### src/rtl/approx_mult_seq_if.sv
// rtl/approx_mult_seq_if.sv - operand/product handshake bundle for approx_mult_seq
// Purpose: carries both valid/ready handshakes and their data.
// Signals:
//   in_valid/in_ready   operand handshake (master -> slave / slave -> master)
//   a, b                NUM_BITS-wide operands
//   approx_en           1 = approximate mode, sampled with the operands
//   out_valid/out_ready product handshake (slave -> master / master -> slave)
//   y                   2*NUM_BITS-wide product
interface approx_mult_seq_if #(
  parameter int NUM_BITS = 8
);
  logic                    in_valid;
  logic                    in_ready;
  logic [NUM_BITS-1:0]     a;
  logic [NUM_BITS-1:0]     b;
  logic                    approx_en;
  logic                    out_valid;
  logic                    out_ready;
  logic [2*NUM_BITS-1:0]   y;

  modport master (
    output in_valid, a, b, approx_en, out_ready,
    input  in_ready, out_valid, y
  );

  modport slave (
    input  in_valid, a, b, approx_en, out_ready,
    output in_ready, out_valid, y
  );
endinterface

### src/rtl/approx_mult_seq.sv
// rtl/approx_mult_seq.sv - iterative shift-and-add multiplier with approximate low columns
// Purpose: one partial-product row per cycle; in approximate mode the low
//   APPROX_COLS product columns are OR-combined instead of added.
// Ports:
//   clk  rising-edge clock
//   rst  asynchronous active-high reset
//   bus  approx_mult_seq_if.slave (operand and product handshakes)
module approx_mult_seq #(
  parameter int NUM_BITS    = 8,
  parameter int APPROX_COLS = 4,
  parameter int SIGNED      = 1
) (
  input  logic                  clk,
  input  logic                  rst,
  approx_mult_seq_if.slave      bus
);
  localparam int W  = 2 * NUM_BITS;
  localparam int JW = (NUM_BITS > 2) ? $clog2(NUM_BITS) : 1;

  // Mask of the columns handled approximately; all-zero when APPROX_COLS=0.
  function automatic logic [W-1:0] lo_mask_f();
    logic [W-1:0] m;
    m = '0;
    for (int i = 0; i < W; i++) begin
      if (i < APPROX_COLS) m[i] = 1'b1;
    end
    return m;
  endfunction

  localparam logic [W-1:0] LO_MASK = lo_mask_f();

  typedef enum logic [1:0] {IDLE, ACC, FIX, DONE} state_t;

  state_t                state_q;
  logic [NUM_BITS-1:0]   ua_q, ub_q;
  logic                  neg_q;
  logic                  approx_q;
  logic [W-1:0]          acc_q, lo_q;
  logic [JW-1:0]         j_q;
  logic                  in_ready_q, out_valid_q;
  logic [W-1:0]          y_q;

  logic                  a_neg, b_neg, last_row;
  logic [NUM_BITS-1:0]   ua_d, ub_d;
  logic [W-1:0]          row, acc_d, lo_d, mag, y_d;

  always_comb begin
    a_neg    = (SIGNED != 0) && bus.a[NUM_BITS-1];
    b_neg    = (SIGNED != 0) && bus.b[NUM_BITS-1];
    // Two's-complement negation; the most negative value maps onto 2^(N-1),
    // which is still representable as an N-bit unsigned magnitude.
    ua_d     = a_neg ? (~bus.a + 1'b1) : bus.a;
    ub_d     = b_neg ? (~bus.b + 1'b1) : bus.b;
    last_row = (j_q == JW'(NUM_BITS - 1));
    row      = ub_q[j_q] ? ({{NUM_BITS{1'b0}}, ua_q} << j_q) : '0;
    // Approximate rows contribute nothing to the low columns of the adder,
    // so no carry can ever leave them.
    acc_d    = acc_q + (approx_q ? (row & ~LO_MASK) : row);
    lo_d     = lo_q | (approx_q ? (row & LO_MASK) : '0);
    mag      = approx_q ? ((acc_q & ~LO_MASK) | lo_q) : acc_q;
    y_d      = neg_q ? (~mag + 1'b1) : mag;
  end

  always_ff @(posedge clk or posedge rst) begin
    if (rst) begin
      state_q     <= IDLE;
      ua_q        <= '0;
      ub_q        <= '0;
      neg_q       <= 1'b0;
      approx_q    <= 1'b0;
      acc_q       <= '0;
      lo_q        <= '0;
      j_q         <= '0;
      in_ready_q  <= 1'b1;
      out_valid_q <= 1'b0;
      y_q         <= '0;
    end else begin
      case (state_q)
        IDLE: begin
          if (bus.in_valid) begin
            ua_q       <= ua_d;
            ub_q       <= ub_d;
            neg_q      <= a_neg ^ b_neg;
            approx_q   <= bus.approx_en;
            acc_q      <= '0;
            lo_q       <= '0;
            j_q        <= '0;
            in_ready_q <= 1'b0;
            state_q    <= ACC;
          end
        end
        ACC: begin
          acc_q <= acc_d;
          lo_q  <= lo_d;
          if (last_row) begin
            j_q     <= '0;
            state_q <= FIX;
          end else begin
            j_q <= j_q + 1'b1;
          end
        end
        FIX: begin
          y_q         <= y_d;
          out_valid_q <= 1'b1;
          state_q     <= DONE;
        end
        DONE: begin
          if (bus.out_ready) begin
            out_valid_q <= 1'b0;
            in_ready_q  <= 1'b1;
            state_q     <= IDLE;
          end
        end
        default: state_q <= IDLE;
      endcase
    end
  end

  assign bus.in_ready  = in_ready_q;
  assign bus.out_valid = out_valid_q;
  assign bus.y         = y_q;
endmodule

### src/flat_wrapper.sv
// flat-port wrapper written by rule: the top's interface ports become plain ports
module approx_mult_seq_flat 
#(
  parameter int NUM_BITS    = 8,
  parameter int APPROX_COLS = 4,
  parameter int SIGNED      = 1
)
  (clk, rst, bus_in_valid, bus_a, bus_b, bus_approx_en, bus_out_ready, bus_in_ready, bus_out_valid, bus_y);
  approx_mult_seq_if #(.NUM_BITS(NUM_BITS)) bus_i ();
  input  logic clk;
  input  logic rst;
  input wire logic [$bits(bus_i.in_valid)-1:0] bus_in_valid;
  input wire logic [$bits(bus_i.a)-1:0] bus_a;
  input wire logic [$bits(bus_i.b)-1:0] bus_b;
  input wire logic [$bits(bus_i.approx_en)-1:0] bus_approx_en;
  input wire logic [$bits(bus_i.out_ready)-1:0] bus_out_ready;
  output wire logic [$bits(bus_i.in_ready)-1:0] bus_in_ready;
  output wire logic [$bits(bus_i.out_valid)-1:0] bus_out_valid;
  output wire logic [$bits(bus_i.y)-1:0] bus_y;
  assign bus_i.in_valid = bus_in_valid;
  assign bus_i.a = bus_a;
  assign bus_i.b = bus_b;
  assign bus_i.approx_en = bus_approx_en;
  assign bus_i.out_ready = bus_out_ready;
  assign bus_in_ready = bus_i.in_ready;
  assign bus_out_valid = bus_i.out_valid;
  assign bus_y = bus_i.y;
  approx_mult_seq #(.NUM_BITS(NUM_BITS), .APPROX_COLS(APPROX_COLS), .SIGNED(SIGNED)) u_core (.clk(clk), .rst(rst), .bus(bus_i));
endmodule
### config.mk
export PLATFORM = sky130hd
export DESIGN_NAME = approx_mult_seq_flat
export DESIGN_NICKNAME = d
export VERILOG_FILES = /design/src/rtl/approx_mult_seq_if.sv /design/src/rtl/approx_mult_seq.sv /design/src/flat_wrapper.sv
export SDC_FILE = /design/constraint.sdc
export NUM_CORES = 1
export LEC_CHECK = 0
export ABC_AREA = 1
export CORE_MARGIN = 4
export CORE_UTILIZATION = 30
export DETAILED_ROUTE_END_ITERATION = 12
export DONT_BUFFER_PORTS = 1
export SYNTH_ARGS = -nofsm -noshare
export SYNTH_HDL_FRONTEND = slang
export SYNTH_SLANG_ARGS = --single-unit
### constraint.sdc
create_clock -name clk -period 4.07 [get_ports clk]
set_clock_uncertainty 0.2 [all_clocks]
set_input_delay 0.407 -clock clk [delete_from_list [all_inputs] [get_ports clk]]
set_output_delay 0.407 -clock clk [all_outputs]
set_load 0.01 [all_outputs]
==> results by group, run 1 <==
Setup path
  – Most used cell, CP: nand2_1
  – Critical path arrival: 3.38 ns
  – CP Max Fanout: 16
  – Critical path required time: 4.09 ns
  – Slowest-stage cell, CP: dfrtp_1
  – Max incr delay on CP: 0.54 ns
  – CP endpoint kind: flip-flop
  – Crit start category: flip-flop
  – CP Class: reg2reg
  – Crit path cell chain: inv_1 -> o21ai_1 -> a21oi_4 -> inv_2 -> nor4_1 -> ha_1 -> inv_1 -> fa_1 -> nand3b_1 -> nand2_1 -> nand2_1 -> nand2_1 -> nand3_1 -> nand2_1 -> nand2_1 -> nand3_1 -> nand2_1

Synth
  – Fraction of synthesized area in multiplexers: 0.00232
  – Sequential fraction of the synthesis area: 0.354
  – Yosys cell types: 41
  – Mean post-synth cell area: 6.98 um2
  – Mapped Area: 0.00432 mm2
  – Post-Synth Simple-Gate Area: 0.298
  – Compound-Gate Fraction of Synth Area: 0.145
  – Mapped Nets: 665
  – Post-synthesis xor/xnor area fraction: 0.0304
  – Count of state elements after synthesis: 61
  – Syn Inst Count: 619
  – Synth Area in Adders: 0.0742
  – Yosys warning count: 0
  – Largest family of logic cells by synthesized area: simple AND/OR/NAND/NOR gates

Floorplan
  – Die area: 0.0164 mm2
  – Die W: 128 um
  – I/O pins: 39
  – Initial Util: 0.309
  – Standard-cell rows: 43
  – Die height: 128 um
  – CORE AREA: 0.0140 mm2

Pwr
  – IR drop worst, VDD: 256 uV
  – Sw Share: 0.461
  – Pwr Density: 726 mW/mm2
  – Clock power share: 0.217
  – P_int: 1.88 mW
  – Sw power: 1.61 mW
  – Gate power share: 0.471
  – Leakage: 2.49 nW
  – Flop pwr share: 0.313

Timing
  – Fmax: 297 MHz
  – Crit path time final: 3.36 ns
  – Final period util: 0.826
  – Fin worst setup slack: 0.708 ns
  – Setup tns final: 0 ns
  – Slew margin rel.: 0.460
  – RSZ-0062 raised after global routing: no
  – Hold slack: 0.0133 ns
  – Worst slew pin tran: 0.810 ns
  – Fin. max-slew vios: 0
  – Final Hold Fails: 0
  – Final setup violation count: 0

CTS
  – Root Buffer: clkbuf_16
  – Cts hold-fix bufs: 4
  – Post-CTS sizing: 0
  – Num CTS Buffers: 9
  – Post-CTS repair timing setup buffer count: 0
  – Depth of the CTS H-tree: 3
  – Clock Latency Late Sink: 0.33 ns
  – Clock Path Buffers: 2
  – CTS clk-pin slew, worst paths: 0.05 ns
  – CTS sink count: 61
  – CTS tree: yes

Placement
  – Post-placement setup slack: 0.717 ns
  – GPL Wtd Cong: 0.921
  – DP HPWL: 7.91 mm
  – Area after DPL: 0.00447 mm2
  – # port buffers: 0
  – Placed insts: 786

Drt
  – Drt total wl: 10.2 mm
  – DRT antenna net count: 0
  – # DRC: 0
  – Vias/cell: 4.64
  – Starting DRC count in detailed routing: 145
  – Pre-antenna DRT Iters: 5
  – Average wire per standard cell: 12.7 um
  – Vias: 3739

GRT
  – Gr usage total: 0.135
  – Pin count of the biggest net entering global routing: 34
  – Grt ovf: 0
  – First-pass GRT wire length: 17.9 mm
  – Initial antenna violation count: 0
  – Vias in the first global route: 3648

Cells and area
  – Layout overhead on the synthesized area: 11.3%
  – N_diodes: 0
  – Post-route cell area: 0.00481 mm2
  – Layout cells sized above 1: 0.0640
  – Nets: 667
  – Layout Cells excl Fill: 805

Run status
  – Status: completed

Run
  – Max-cap violations: 0

Hold path
  – Hold WC Path Type: in2reg
[synthesized netlist by cell type]
master	count	area (um2)
o21ai_0	57	285
buf_2	3	15.0
o31ai_2	1	12.5
nand2_1	175	657
xnor2_1	1	8.76
inv_1	83	312
inv_2	1	3.75
o21ai_1	10	50.1
fa_1	1	20.0
nand2_2	4	25.0
o21ai_2	4	35.0
nor2_4	1	11.3
nand3_1	49	245
dfstp_2	1	26.3
buf_4	1	7.51
clkbuf_1	10	37.5
mux2i_1	1	10.0
nor2_1	47	176
a31oi_1	5	31.3
nand2b_1	1	6.26
buf_6	1	11.3
nand2_4	3	33.8
o22ai_1	5	31.3
a22o_1	1	8.76
a21oi_1	26	130
nor4_1	1	6.26
clkinv_1	1	3.75
nand4_1	5	31.3
clkbuf_8	2	27.5
ha_1	24	300
nor2_2	2	12.5
nor3_1	8	40.0
dfrtp_1	60	1500
o32ai_1	1	8.76
xor2_1	14	123
o41ai_1	1	8.76
or2_2	3	18.8
a21oi_4	1	16.3
and3_1	1	6.26
o21a_1	1	7.51
nand3b_1	2	15.0
[power groups by stage]
| stage | Clock [mW] | Combinational, mW | Sequential (mW) |
|---|---|---|---|
| global placement | 0 | 1.63 | 1.10 |
| finish | 0.756 | 1.64 | 1.09 |
| detailed placement | 0 | 1.64 | 1.11 |
| global route | 0.794 | 1.93 | 1.13 |
| CTS | 0.770 | 1.65 | 1.10 |
| floorplan | 0 | 1.38 | 1.00 |
[stage by stage]
stage	utilization	power (mW)
after floorplan	-	2.38
after CTS	0.344	3.52
after detailed placement	0.320	2.75
after global routing	0.344	3.85
final	0.344	3.49
after global placement	0.320	2.73
[final timing paths]
| kind | slack [ns] | cells past startpoint | startpoint | endpoint |
|---|---|---|---|---|
| setup reg to reg | 0.71 | 17 | u_core.j_q[0]$_DFFE_PP0P_ | u_core.acc_q[10]$_DFFE_PP0P_ |
| hold reg to reg | 0.28 | 2 | u_core.ub_q[6]$_DFFE_PP0P_ | u_core.ub_q[6]$_DFFE_PP0P_ |
| max in group asynchronous | 2.39 | 3 | rst | u_core.ua_q[3]$_DFFE_PP0P_ |
| min in group asynchronous | 0.41 | 2 | rst | u_core.state_q[1]$_DFFE_PP0P_ |
| setup / recovery | 0.71 | 17 | u_core.j_q[0]$_DFFE_PP0P_ | u_core.acc_q[10]$_DFFE_PP0P_ |
| hold / removal | 0.01 | 2 | bus_a[7] | u_core.ua_q[1]$_DFFE_PP0P_ |
[flip-flops by register name, summed over array words and instances, names as in the netlist]
signal	count
u_core.bus.in_ready	1
u_core.approx_q	1
u_core.j_q	3
u_core.acc_q	16
u_core.lo_q	4
u_core.ub_q	8
u_core.state_q	2
u_core.bus.out_valid	1
u_core.bus.y	16
u_core.neg_q	1
u_core.ua_q	8
[layout by cell type (no fill, tap or decap), types with 3 or more instances in the layout]
| cell | netlist | final |
|---|---|---|
| nand2_1 | 175 | 175 |
| inv_1 | 83 | 82 |
| dfrtp_1 | 60 | 60 |
| o21ai_0 | 57 | 57 |
| nand3_1 | 49 | 49 |
| nor2_1 | 47 | 47 |
| a21oi_1 | 26 | 26 |
| ha_1 | 24 | 24 |
| xor2_1 | 14 | 14 |
| o21ai_1 | 10 | 10 |
| clkbuf_16 | 0 | 9 |
| nor3_1 | 8 | 8 |
| a31oi_1 | 5 | 5 |
| nand4_1 | 5 | 5 |
| o22ai_1 | 5 | 5 |
| o21ai_2 | 4 | 4 |
| nand2_2 | 4 | 4 |
| dlygate4sd3_1 | 0 | 4 |
| buf_4 | 1 | 4 |
| or2_2 | 3 | 3 |
| nand2_4 | 3 | 3 |
[worst max-delay path: cells and delay by family (launching register included)]
family                   cells  cell delay [ns]
AO/OA/AOI/OAI                2             0.42
adder cells (fa/ha/maj)      2             0.61
buffers and inverters        3             0.44
flip-flops                   1             0.54
AND/OR/NAND/NOR             10             1.04
[cell type report]
cell class / instances / area, um2
Fill cell: 1531 / 9180
Multi-Input combinational cell: 456 / 2370
Sequential cell: 61 / 1530
Inverter: 85 / 319
Clock buffer: 11 / 243
Tap cell: 180 / 225
Timing Repair Buffer: 8 / 70.1
Clock inverter: 4 / 48.8
[routing by layer]
metal | vias to the layer above | GRT usage | share of wire
li1 | 2010 | - | -
met1 | 1634 | 0.202 | 0.52
met2 | 86 | 0.190 | 0.40
met3 | 9 | 0.0313 | 0.063
met4 | 0 | 0.0424 | 0.014
met5 | - | 0 | 0
[kinds of logic after synthesis]
kind of cell             Yosys count
AND/OR/NAND/NOR                  302
AO/OA/AOI/OAI                    113
buffers and inverters            102
flip-flops                        61
adder cells (fa/ha/maj)           25
XOR/XNOR                          15
multiplexers                       1
Note: power is estimated with default switching activity, not from simulation.
==> run 2, diff against run 1 <==
==> constraint.sdc (replaced) <==
create_clock -name clk -period 2.8 [get_ports clk]
set_clock_uncertainty 0.2 [all_clocks]
set_input_delay 0.28 -clock clk [delete_from_list [all_inputs] [get_ports clk]]
set_output_delay 0.28 -clock clk [all_outputs]
set_load 0.01 [all_outputs]
==> run 2 against run 1 <==
The flow now finishes with violations (negative setup slack). Sequential share of layout area decreased by 3.6 points. Critical path depth is 1 higher. Routed wire length is 5.8% higher. Register-to-register slack worse by 0.75 ns. Maximum frequency is 18% higher. Sequential power is 45% higher. Hold slack gained 0.0044 ns. Total power rose by 64%. First-iteration DRC count increased by 30%. Non-clock buffer count is 37 higher. Critical path type unchanged. Critical endpoint unchanged. Largest power group unchanged.
==> results by group, run 2 (same netlist as run 1, synthesis figures left out) <==
Timing
  – RSZ-0062 raised after global routing: yes
  – Final Hold Fails: 0
  – Final setup violation count: 3
  – Fin worst setup slack: -0.0425 ns
  – Final period util: 1.02
  – Crit path time final: 2.84 ns
  – Hold slack: 0.0177 ns
  – Fin. max-slew vios: 0
  – Slew margin rel.: 0.456
  – Fmax: 352 MHz
  – Worst slew pin tran: 0.816 ns

Hold path
  – Hold WC Path Type: in2reg

Drt
  – Drt total wl: 10.8 mm
  – Starting DRC count in detailed routing: 189
  – Vias/cell: 4.70
  – DRT antenna net count: 0
  – Pre-antenna DRT Iters: 4
  – # DRC: 0
  – Vias: 3956
  – Average wire per standard cell: 12.8 um

CTS
  – Root Buffer: clkbuf_16
  – Depth of the CTS H-tree: 3
  – Clock Latency Late Sink: 0.34 ns
  – Clock Path Buffers: 2
  – CTS tree: yes
  – CTS clk-pin slew, worst paths: 0.05 ns
  – CTS sink count: 61
  – Num CTS Buffers: 9

Pwr
  – Leakage: 2.70 nW
  – IR drop worst, VDD: 375 uV
  – Tot Pwr: 5.71 mW
  – Pwr Density: 1050 mW/mm2

Setup path
  – CP endpoint kind: flip-flop
  – Critical path arrival: 2.87 ns
  – Critical path required time: 2.83 ns
  – CP Class: reg2reg
  – CP Max Fanout: 7
  – Crit start category: flip-flop

Placement
  – DP HPWL: 8.06 mm
  – # port buffers: 0
  – Placed insts: 801
  – GPL Wtd Cong: 0.849

Floorplan
  – Standard-cell rows: 43
  – Die height: 128 um
  – Initial Util: 0.309
  – Die W: 128 um
  – I/O pins: 39
  – CORE AREA: 0.0140 mm2
  – Die area: 0.0164 mm2

GRT
  – Gr usage total: 0.135
  – Initial antenna violation count: 0
  – First-pass GRT wire length: 17.9 mm
  – Grt ovf: 0
  – Vias in the first global route: 3725
  – Pin count of the biggest net entering global routing: 29

Cells and area
  – Layout cells sized above 1: 0.183
  – Layout Cells excl Fill: 842
  – Nets: 704
  – N_diodes: 0
  – Fin util: 0.388
  – Layout overhead on the synthesized area: 25.6%
  – Most common cell after layout, fill and taps aside: nand2_1
  – Most frequent cells in the layout: 163 x nand2_1, 80 x inv_1, 59 x dfrtp_1, 46 x nand3_1, 45 x o21ai_0

Run status
  – Status: finished with violations
  – Failing checks: negative setup slack

Run
  – Max-cap violations: 0
-- run 2: cell types whose count changed in the layout (fill, tap and decap cells not counted), sizes merged --
cell / delta
bufinv: +1
buf: +24
dlygate4sd3: +13
clkinv: -2
clkinvlp: +1
-- run 2: power by group --
group	internal [mW]	total [mW]	switching, mW
clock network	0.796	1.19	0.396
registers	1.22	1.58	0.366
logic	1.17	2.94	1.77
-- run 2: area by class of cell --
cell class | count | area [um2]
fillers | 1456 | 8570
inverters | 85 | 319
clock inverters | 4 | 72.6
clock buffers | 11 | 243
repair buffers | 45 | 388
flip-flops and latches | 61 | 1530
multi-input cells | 456 | 2650
well taps | 180 | 225
-- run 2: worst paths after layout --
check	startpoint	to	slack (ns)	cells past startpoint
worst min-delay path	bus_b[7]	u_core.ub_q[2]$_DFFE_PP0P_	0.02	3
min in group asynchronous	rst	u_core.acc_q[1]$_DFFE_PP0P_	0.21	2
worst min register to register	u_core.ua_q[2]$_DFFE_PP0P_	u_core.ua_q[2]$_DFFE_PP0P_	0.29	2
worst max register to register	u_core.j_q[0]$_DFFE_PP0P_	u_core.acc_q[10]$_DFFE_PP0P_	-0.04	18
max in group asynchronous	rst	u_core.j_q[0]$_DFFE_PP0P_	1.50	3
worst max-delay path	u_core.j_q[0]$_DFFE_PP0P_	u_core.acc_q[10]$_DFFE_PP0P_	-0.04	18
-- run 2: critical path, stage by stage, from the launching register on --
cell and delay (ns):
dfrtp_2 0.44, nor2_2 0.05, nor2_2 0.11, o21ai_2 0.08, a21oi_4 0.16, inv_2 0.07, nor4_4 0.21, ha_2 0.23
inv_2 0.04, fa_2 0.35, nand3b_1 0.17, nand2_2 0.12, nand2_2 0.08, nand2_4 0.10, nand3_2 0.08, nand2_1 0.07
nand2_1 0.05, nand3_1 0.06, nand2_1 0.05
-- run 2: stage by stage --
step	instance area [um2]	setup slack (ns)	setup TNS [ns]
after global placement	4600	-0.00869	-0.00869
after detailed placement	4600	-0.0732	-0.196
after floorplan	4330	0.00173	0
after CTS	5100	0.00387	0
after global routing	5420	-0.198	-1.08
final	5420	-0.0425	-0.0898
-- run 2: routing by layer --
layer  track usage  part of all wire
met2         0.205              0.44
met4        0.0474             0.017
met5             0                 0
met3        0.0329             0.048
met1         0.187              0.50
-- run 2: what timing repair did --
item | CTS | global route
setup buffers | 2 | 7
setup endpoints to repair | 5 | 12
hold endpoints to repair | 33 | 0
resized for setup | 2 | 69
hold buffers | 17 | 0
pin swaps | 1 | 21
